[config.mk]
export PLATFORM = sky130hd
export DESIGN_NAME = multi_channel_interleaver
export DESIGN_NICKNAME = d
export VERILOG_FILES = /design/src/rtl/multi_channel_interleaver.sv
export SDC_FILE = /design/constraint.sdc
export NUM_CORES = 1
export LEC_CHECK = 0
export ABC_AREA = 1
export BUFFER_PORTS_ARGS = -buffer_cell sky130_fd_sc_hd__buf_2
export CORE_MARGIN = 1.5
export CORE_UTILIZATION = 59
export DETAILED_ROUTE_END_ITERATION = 8
export GPL_ROUTABILITY_DRIVEN = 0
export PLACE_DENSITY = 0.79
export RECOVER_POWER = 100
export SLEW_MARGIN = 10
export SYNTH_ARGS = -nofsm -noshare
export SYNTH_HDL_FRONTEND = slang
export SYNTH_SLANG_ARGS = --single-unit
[constraint.sdc]
create_clock -name clk -period 5.51 [get_ports clk]
set_clock_uncertainty 0.05 [all_clocks]
set_input_delay 1.3775 -clock clk [delete_from_list [all_inputs] [get_ports clk]]
set_output_delay 1.3775 -clock clk [all_outputs]
set_load 0.1 [all_outputs]
[src/rtl/multi_channel_interleaver.sv]
// Buffers groups of NUM_CHANNELS parallel samples and serialises them onto one
// valid/ready stream, tagging each beat with its channel index and end-of-group.
module multi_channel_interleaver #(
  parameter int DATA_WIDTH   = 16,
  parameter int NUM_CHANNELS = 4,
  parameter int FIFO_DEPTH   = 4,
  parameter int CH_W         = $clog2(NUM_CHANNELS),
  parameter int CNT_W        = $clog2(FIFO_DEPTH) + 1
) (
  input  logic                           clk,
  input  logic                           rst,
  input  logic [NUM_CHANNELS*DATA_WIDTH-1:0] in_data,
  input  logic [CH_W:0]                  in_num_ch,
  input  logic                           in_valid,
  output logic                           in_ready,
  output logic [DATA_WIDTH-1:0]          out_data,
  output logic [CH_W-1:0]                out_ch,
  output logic                           out_last,
  output logic                           out_valid,
  input  logic                           out_ready,
  output logic [CNT_W-1:0]               fill_count
);

  localparam int PTR_W = $clog2(FIFO_DEPTH);
  localparam int GRP_W = NUM_CHANNELS * DATA_WIDTH;
  localparam logic [CH_W:0]    MAX_CH  = (CH_W+1)'(NUM_CHANNELS);
  localparam logic [CNT_W-1:0] DEPTH_C = CNT_W'(FIFO_DEPTH);

  logic [GRP_W-1:0]      data_mem [FIFO_DEPTH];
  logic [CH_W:0]         cnt_mem  [FIFO_DEPTH];
  logic [PTR_W-1:0]      wr_ptr_reg, rd_ptr_reg;
  logic [CH_W-1:0]       ch_idx_reg;
  logic [CNT_W-1:0]      fill_reg, fill_next;
  logic                  in_ready_reg;
  logic                  wr_en, rd_beat, pop, head_last;
  logic [CH_W:0]         num_clamped, head_cnt;
  logic [DATA_WIDTH-1:0] head_sample [NUM_CHANNELS];

  always_comb begin
    num_clamped = in_num_ch;
    if (in_num_ch == '0 || in_num_ch > MAX_CH)
      num_clamped = MAX_CH;
  end

  assign wr_en     = in_valid && in_ready_reg;
  assign out_valid = (fill_reg != '0);
  assign head_cnt  = cnt_mem[rd_ptr_reg];
  assign head_last = ({1'b0, ch_idx_reg} == (head_cnt - (CH_W+1)'(1)));
  assign rd_beat   = out_valid && out_ready;
  assign pop       = rd_beat && head_last;

  generate
    for (genvar gi = 0; gi < NUM_CHANNELS; gi++) begin : g_slice
      assign head_sample[gi] = data_mem[rd_ptr_reg][gi*DATA_WIDTH +: DATA_WIDTH];
    end
  endgenerate

  // Gating on out_valid keeps stale FIFO contents off the outputs when empty.
  assign out_data   = out_valid ? head_sample[ch_idx_reg] : '0;
  assign out_last   = out_valid && head_last;
  assign out_ch     = ch_idx_reg;
  assign in_ready   = in_ready_reg;
  assign fill_count = fill_reg;

  always_comb begin
    fill_next = fill_reg;
    case ({wr_en, pop})
      2'b10:   fill_next = fill_reg + CNT_W'(1);
      2'b01:   fill_next = fill_reg - CNT_W'(1);
      default: fill_next = fill_reg;
    endcase
  end

  always_ff @(posedge clk or posedge rst) begin
    if (rst) begin
      wr_ptr_reg   <= '0;
      rd_ptr_reg   <= '0;
      ch_idx_reg   <= '0;
      fill_reg     <= '0;
      in_ready_reg <= 1'b0;
    end else begin
      if (wr_en)
        wr_ptr_reg <= wr_ptr_reg + PTR_W'(1);
      if (pop)
        rd_ptr_reg <= rd_ptr_reg + PTR_W'(1);
      if (rd_beat)
        ch_idx_reg <= head_last ? '0 : ch_idx_reg + CH_W'(1);
      fill_reg     <= fill_next;
      // Registered from the next fill level, so a pop while full frees a slot one cycle later.
      in_ready_reg <= (fill_next < DEPTH_C);
    end
  end

  always_ff @(posedge clk) begin
    if (wr_en) begin
      data_mem[wr_ptr_reg] <= in_data;
      cnt_mem[wr_ptr_reg]  <= num_clamped;
    end
  end

endmodule

---- After elaboration in Yosys (flattened, before gate mapping) ----
Memory sizes are Yosys's and may differ from the RTL's.
Index checks and enable logic that the tools add are counted.
word-level totals
  input bits .............................. 71
  ROM bits ................................ 0
  register bits ........................... 10
  bits in writable memories ............... 268
  memories ................................ 2
  latch bits .............................. 0
  word-level logic and storage cells ...... 36
memories
  memory    words  width  read ports  clocked after memory_dff  wr ports  line  source
  data_mem  4      64     1           0                         1         29    logic [GRP_W-1:0] data_mem [FIFO_DEPTH];
  cnt_mem   4      3      1           0                         1         30    logic [CH_W:0] cnt_mem [FIFO_DEPTH];
operators by class
  equality and inequality tests ........... 3
  mux-type cells .......................... 9
  bitwise operators ....................... 1
  reduce and logical (&&, ||, !) cells .... 7
  $lt $le $gt $ge ......................... 3
  shift operators ......................... 0
  add/subtract/negate cells ............... 6
  multiply operators ...................... 0
  div/mod/pow operators ................... 0
operators by type and width
  kind                                                                   number
  16-bit 2-to-1 mux                                                      3
  16-bit binary-select mux with 2-bit select                             1
  2-bit by 1-bit adder with 2-bit output, second input constant          3
  3-bit one-hot mux with 2 select lines                                  1
  3-bit by 1-bit subtractor with 3-bit output, second input constant     2
  1-bit logical AND                                                      4
  3-bit by 1-bit adder with 3-bit output, second input constant          1
  2-bit by 3-bit equality test with 1-bit output                         1
  3-bit >= comparator, second input constant                             1
  3-bit greater-than comparator, second input constant                   1
  3-bit logical NOT                                                      1
  3-bit less-than comparator, second input constant                      1
  3-bit 2-to-1 mux                                                       1
  2-bit inverter with 3-bit output                                       1
  3-bit nonzero test                                                     1
  2-bit by 1-bit equality test with 1-bit output, second input constant  1
  2-bit equality test, second input constant                             1
  1-bit 2-to-1 mux                                                       2
  2-bit 2-to-1 mux                                                       1
  1-bit logical OR                                                       1

---- Logic depth before layout (Yosys ltp) ----
An unclocked memory read counts as a cell.
  depth in word-level cells ............... 7
  gate-level depth with buffers ........... 18
  depth with buffers taken out ............ 16

---- Worst setup path before layout ----
Ideal clock, no wire load.
  kind .................................... input to register
  start ................................... in in_valid
  end ..................................... mem cnt_mem[0][0] (netlist name) (enable)
  required time ........................... 4.967 ns
  setup time .............................. 0.493 ns
  path buffers ............................ 0
  arrival time ............................ 4.424 ns
  setup slack ............................. 0.543 ns
  stages .................................. 2
  cells stage by stage .................... nand2_1 > nor2_1
on the way
  word-level cells in the longest chain between the ends .. 3
RTL lines
  what                                    line  source
  start: declaration                      14    input logic in_valid,
  1-bit logical AND                       45    assign wr_en = in_valid && in_ready_reg;
  1-bit 2-to-1 mux                        95    if (wr_en) begin
  1-bit 2-to-1 mux (implied by the code)  97    cnt_mem[wr_ptr_reg] <= num_clamped;
  end: declaration                        30
No other way between the ends.

---- Final worst setup path ----
  start ................................... reg rd_ptr_reg[0]
  end ..................................... out out_data[3]
on the way
  word-level cells in the longest chain between the ends .. 5
RTL lines
  what                                                   line  source
  start: declaration                                     31    logic [PTR_W-1:0] wr_ptr_reg, rd_ptr_reg;
  start signal: assignment                               85    rd_ptr_reg <= rd_ptr_reg + PTR_W'(1);
  memory read 4 x 64 bit                                 --
  16-bit binary-select mux with 2-bit select             59    assign out_data = out_valid ? head_sample[ch_idx_reg] : '0;
  16-bit 2-to-1 mux (implied by the code) (2 in series)  59
  16-bit 2-to-1 mux                                      59
  end: declaration                                       16    output logic [DATA_WIDTH-1:0] out_data,
No other way between the ends. The select of a mux whose other input is x is not followed.

==> flow_summary_export.csv <==
group,metric,value,unit
power_and_ir_drop,p_sw,3.48,mW
worst_hold_path,hold_class,"reg2reg",
logic_synthesis,synth_top_cell_by_area,"edfxtp_1",
logic_synthesis,yosys-top-cells-area,"edfxtp_1, nor2_1, o21ai_0",
sta,fin_crit,5.10,ns
grt,grt_max_degree,102,
clock_tree,cts_tree,"yes",
sta,finalCritPeriodShare,0.925,
clock_tree,cts_max_level,1,
logic_synthesis,async_flop_share,0.0360,
floorplan,fp.dieH,141,um
logic_synthesis,ys_top_cells_by_count,"edfxtp_1, nor2_1, nand2_1, o21ai_0, nand3_1",
sta,finalHoldWorstSlack,0.512,ns
detailed_routing,wl_per_cell,20.7,um
logic_synthesis,synthDistinctLibCells,29,
clock_tree,cts_setup_buffers,0,
floorplan,die-area,0.0200,sq mm
setup_path,slowest_stage,"clkbuf_1",
cells_and_area,largestRegisters,"data_mem (256), cnt_mem (12)",
detailed_routing,wl_met3,2.01,mm
run_status,status,"complete, but fails checks",
detailed_routing,remaining_drc_errors,0,
detailed_routing,viasPerCell,5.93,
setup_path,critPathLaunchType,"flop",
power_and_ir_drop,pwr-share-clk,0.225,
cells_and_area,layout.cells.non_filler,1243,
detailed_routing,vias,7370,
detailed_routing,dr.max_layer_used,"met5",
grt,overflow,0,
sta,hold_violations,0,
detailed_routing,antenna_left,0,
run_status,violations,"max-capacitance violations, max-slew violations",
cells_and_area,register_area,0.00830,sq mm
power_and_ir_drop,powerDensity,617,mW/mm^2
sta,rsz0062_at_grt,"false",
cells_and_area,post-route-util,0.673,
logic_synthesis,syn-mean-instance-area,12.5,sq um
logic_synthesis,synth_top_area_share,0.713,
detailed_routing,firstDrtPassIters,5,
clock_tree,cts_hold_buffers,0,
setup_path,crit_fanout,101,
cells_and_area,multi_input_area,0.00259,sq mm
power_and_ir_drop,cellLeakagePower,4.32,nW
setup_path,path_buf_inv,3,
power_and_ir_drop,ir_worst_vdd,1.02,mV
floorplan,initial_core_util,0.604,
run,maxCapViolations,6,
sta,fin_setup_tns,0,ns
logic_synthesis,synthCells,906,
cells_and_area,largest_reg_flops,256,
clock_tree,clockBufferDepth,3,
power_and_ir_drop,p_int,4.29,mW
setup_path,startpoint,"rd_ptr_reg[0]",
cells_and_area,top_register,"data_mem",
setup_path,worstSetupPathType,"reg2out",
placement,post_dp_cell_area,0.0119,sq mm
clock_tree,clk_latency,0.53,ns
grt,grt_pass1_wl,39.5,mm
placement,port_buffers,94,
floorplan,ios,95,
logic_synthesis,yosysWarnings,0,
sta,slew_viol_final,253,
logic_synthesis,synth_fp_nets,985,
logic_synthesis,synth_edf_count,268,
grt,antenna_found_initial,3,
clock_tree,clkTransAtPathRegs,0.06,ns
setup_path,cp_top_family,"buffers and inverters",
cells_and_area,syn2layout_area_growth,11.6,%
clock_tree,cts_resized,0,
grt,grt.total_usage,0.264,
detailed_routing,dr_wl_met2,12.5,mm
worst_hold_path,hp-start,"fill_count[0]",
floorplan,coreArea,0.0187,sq mm
cells_and_area,fillCellCount,1332,
cells_and_area,final_nets,1069,
logic_synthesis,ys_dominant_reg_cell,"edfxtp_1",
setup_path,critPathArrivalTime,3.67,ns
placement,dp.cells,1194,
logic_synthesis,ys_seq_area_frac,0.735,
setup_path,slowest_delay,0.88,ns
floorplan,core.rowCount,50,
detailed_routing,routed_wl,25.8,mm
detailed_routing,wl_met1,10.6,mm
clock_tree,cts_sinks,278,
power_and_ir_drop,seq_power_share,0.350,
logic_synthesis,synth.most_common_cell,"edfxtp_1",
logic_synthesis,syn_area,0.0113,sq mm
sta,worstMarginPinSlew,2.95,ns
sta,fmax,0.196,GHz
setup_path,end_kind,"output pin",
power_and_ir_drop,combinationalPowerShare,0.425,
logic_synthesis,ys_ff_latch,278,
placement,hpwl,14.7,mm
sta,maxSlewHeadroom,-0.975,
setup_path,cp_cell_sequence,"clkinv_2, buf_12, nor2_1, o211ai_1, nand3_1, a21oi_1, clkbuf_1",
setup_path,reg2reg_from,"in_ready",
floorplan,die_w,141,um
grt,grt_pass1_vias,7085,
clock_tree,root_buffer,"clkbuf_16",
cells_and_area,stdcell_area,0.0126,sq mm
power_and_ir_drop,swShare,0.448,
clock_tree,cts_made_buffers,28,
cells_and_area,layout-drive-gt1-share,0.0724,
sta,setup_viol,0,
setup_path,crit_required,4.08,ns
detailed_routing,drt_iter0_drc,647,
-- placed cells by master (no fill, tap or decap) --
cell type / n
edfxtp_1: 268
nor2_1: 206
clkbuf_1: 90
o21ai_0: 81
nand2_1: 81
nand3_1: 74
o21ai_1: 35
o211ai_1: 29
clkbuf_16: 29
a21oi_1: 20
inv_1: 19
buf_2: 11
dfrtp_1: 9
buf_4: 8
ha_1: 7
clkbuf_2: 7
clkinv_1: 6
xor2_1: 5
clkinv_2: 4
inv_2: 3
nor2_4: 3
nand4_1: 2
diode_2: 1
xnor2_1: 1
nor2_2: 1
nor3_2: 1
a32o_1: 1
mux2_2: 1
fa_1: 1
clkbuf_8: 1
bufinv_16: 1
clkinv_4: 1
buf_12: 1
dfrtp_2: 1
-- worst reg2reg max path: cells and delay by family, from the launching register on --
family / cells / cell delay, ns
AND/OR/NAND/NOR: 2 / 2.53
buffers and inverters: 1 / 0.83
flip-flops: 1 / 0.34
-- power by group through the flow --
stage               sequential (mW)  clock [mW]  combinational (mW)
floorplan                      2.91           0                2.50
global placement               2.75           0                3.27
detailed placement             2.76           0                3.32
CTS                            2.72        1.76                3.35
global route                   2.74        1.84                3.54
finish                         2.72        1.75                3.30
-- layout make-up --
type / instances / share of cell area
Multi-Input combinational cell: 549 / 0.206
Antenna cell: 1 / 0.000199
Timing Repair Buffer: 109 / 0.0379
Sequential cell: 278 / 0.659
Tap cell: 234 / 0.0232
Inverter: 24 / 0.00725
Clock buffer: 38 / 0.0611
Clock inverter: 10 / 0.00576
-- through the flow --
stage	total power, mW	setup WS [ns]
floorplan	5.41	0.543
global placement	6.01	1.38
detailed placement	6.08	1.26
CTS	7.83	0.663
global route	8.12	0.262
finish	7.77	0.411
-- metal layers --
layer	up-vias	global-route usage
met4	4	0.0844
met5	-	0
met1	3597	0.366
li1	3392	-
met2	326	0.437
met3	51	0.0395
-- final timing paths --
check | endpoint | slack (ns) | cells past startpoint
worst max-delay path | out_data[3] | 0.41 | 7
worst min-delay path | fill_count[0] | 0.51 | 1
worst max register to register | data_mem[3][20] | 1.39 | 3
worst min register to register | fill_count[0] | 0.51 | 1
max in group asynchronous | rd_ptr_reg[1] | 4.27 | 2
min in group asynchronous | fill_count[0] | 0.80 | 2
-- kinds of logic after synthesis --
kind of cell    synth area share
simple gates               0.133
xor+xnor                 0.00465
compound gates            0.0805
buf+inv                   0.0366
fa+ha+maj                0.00953
mux                     0.000997
flops                      0.735
Power figures use the tool's default switching activity.
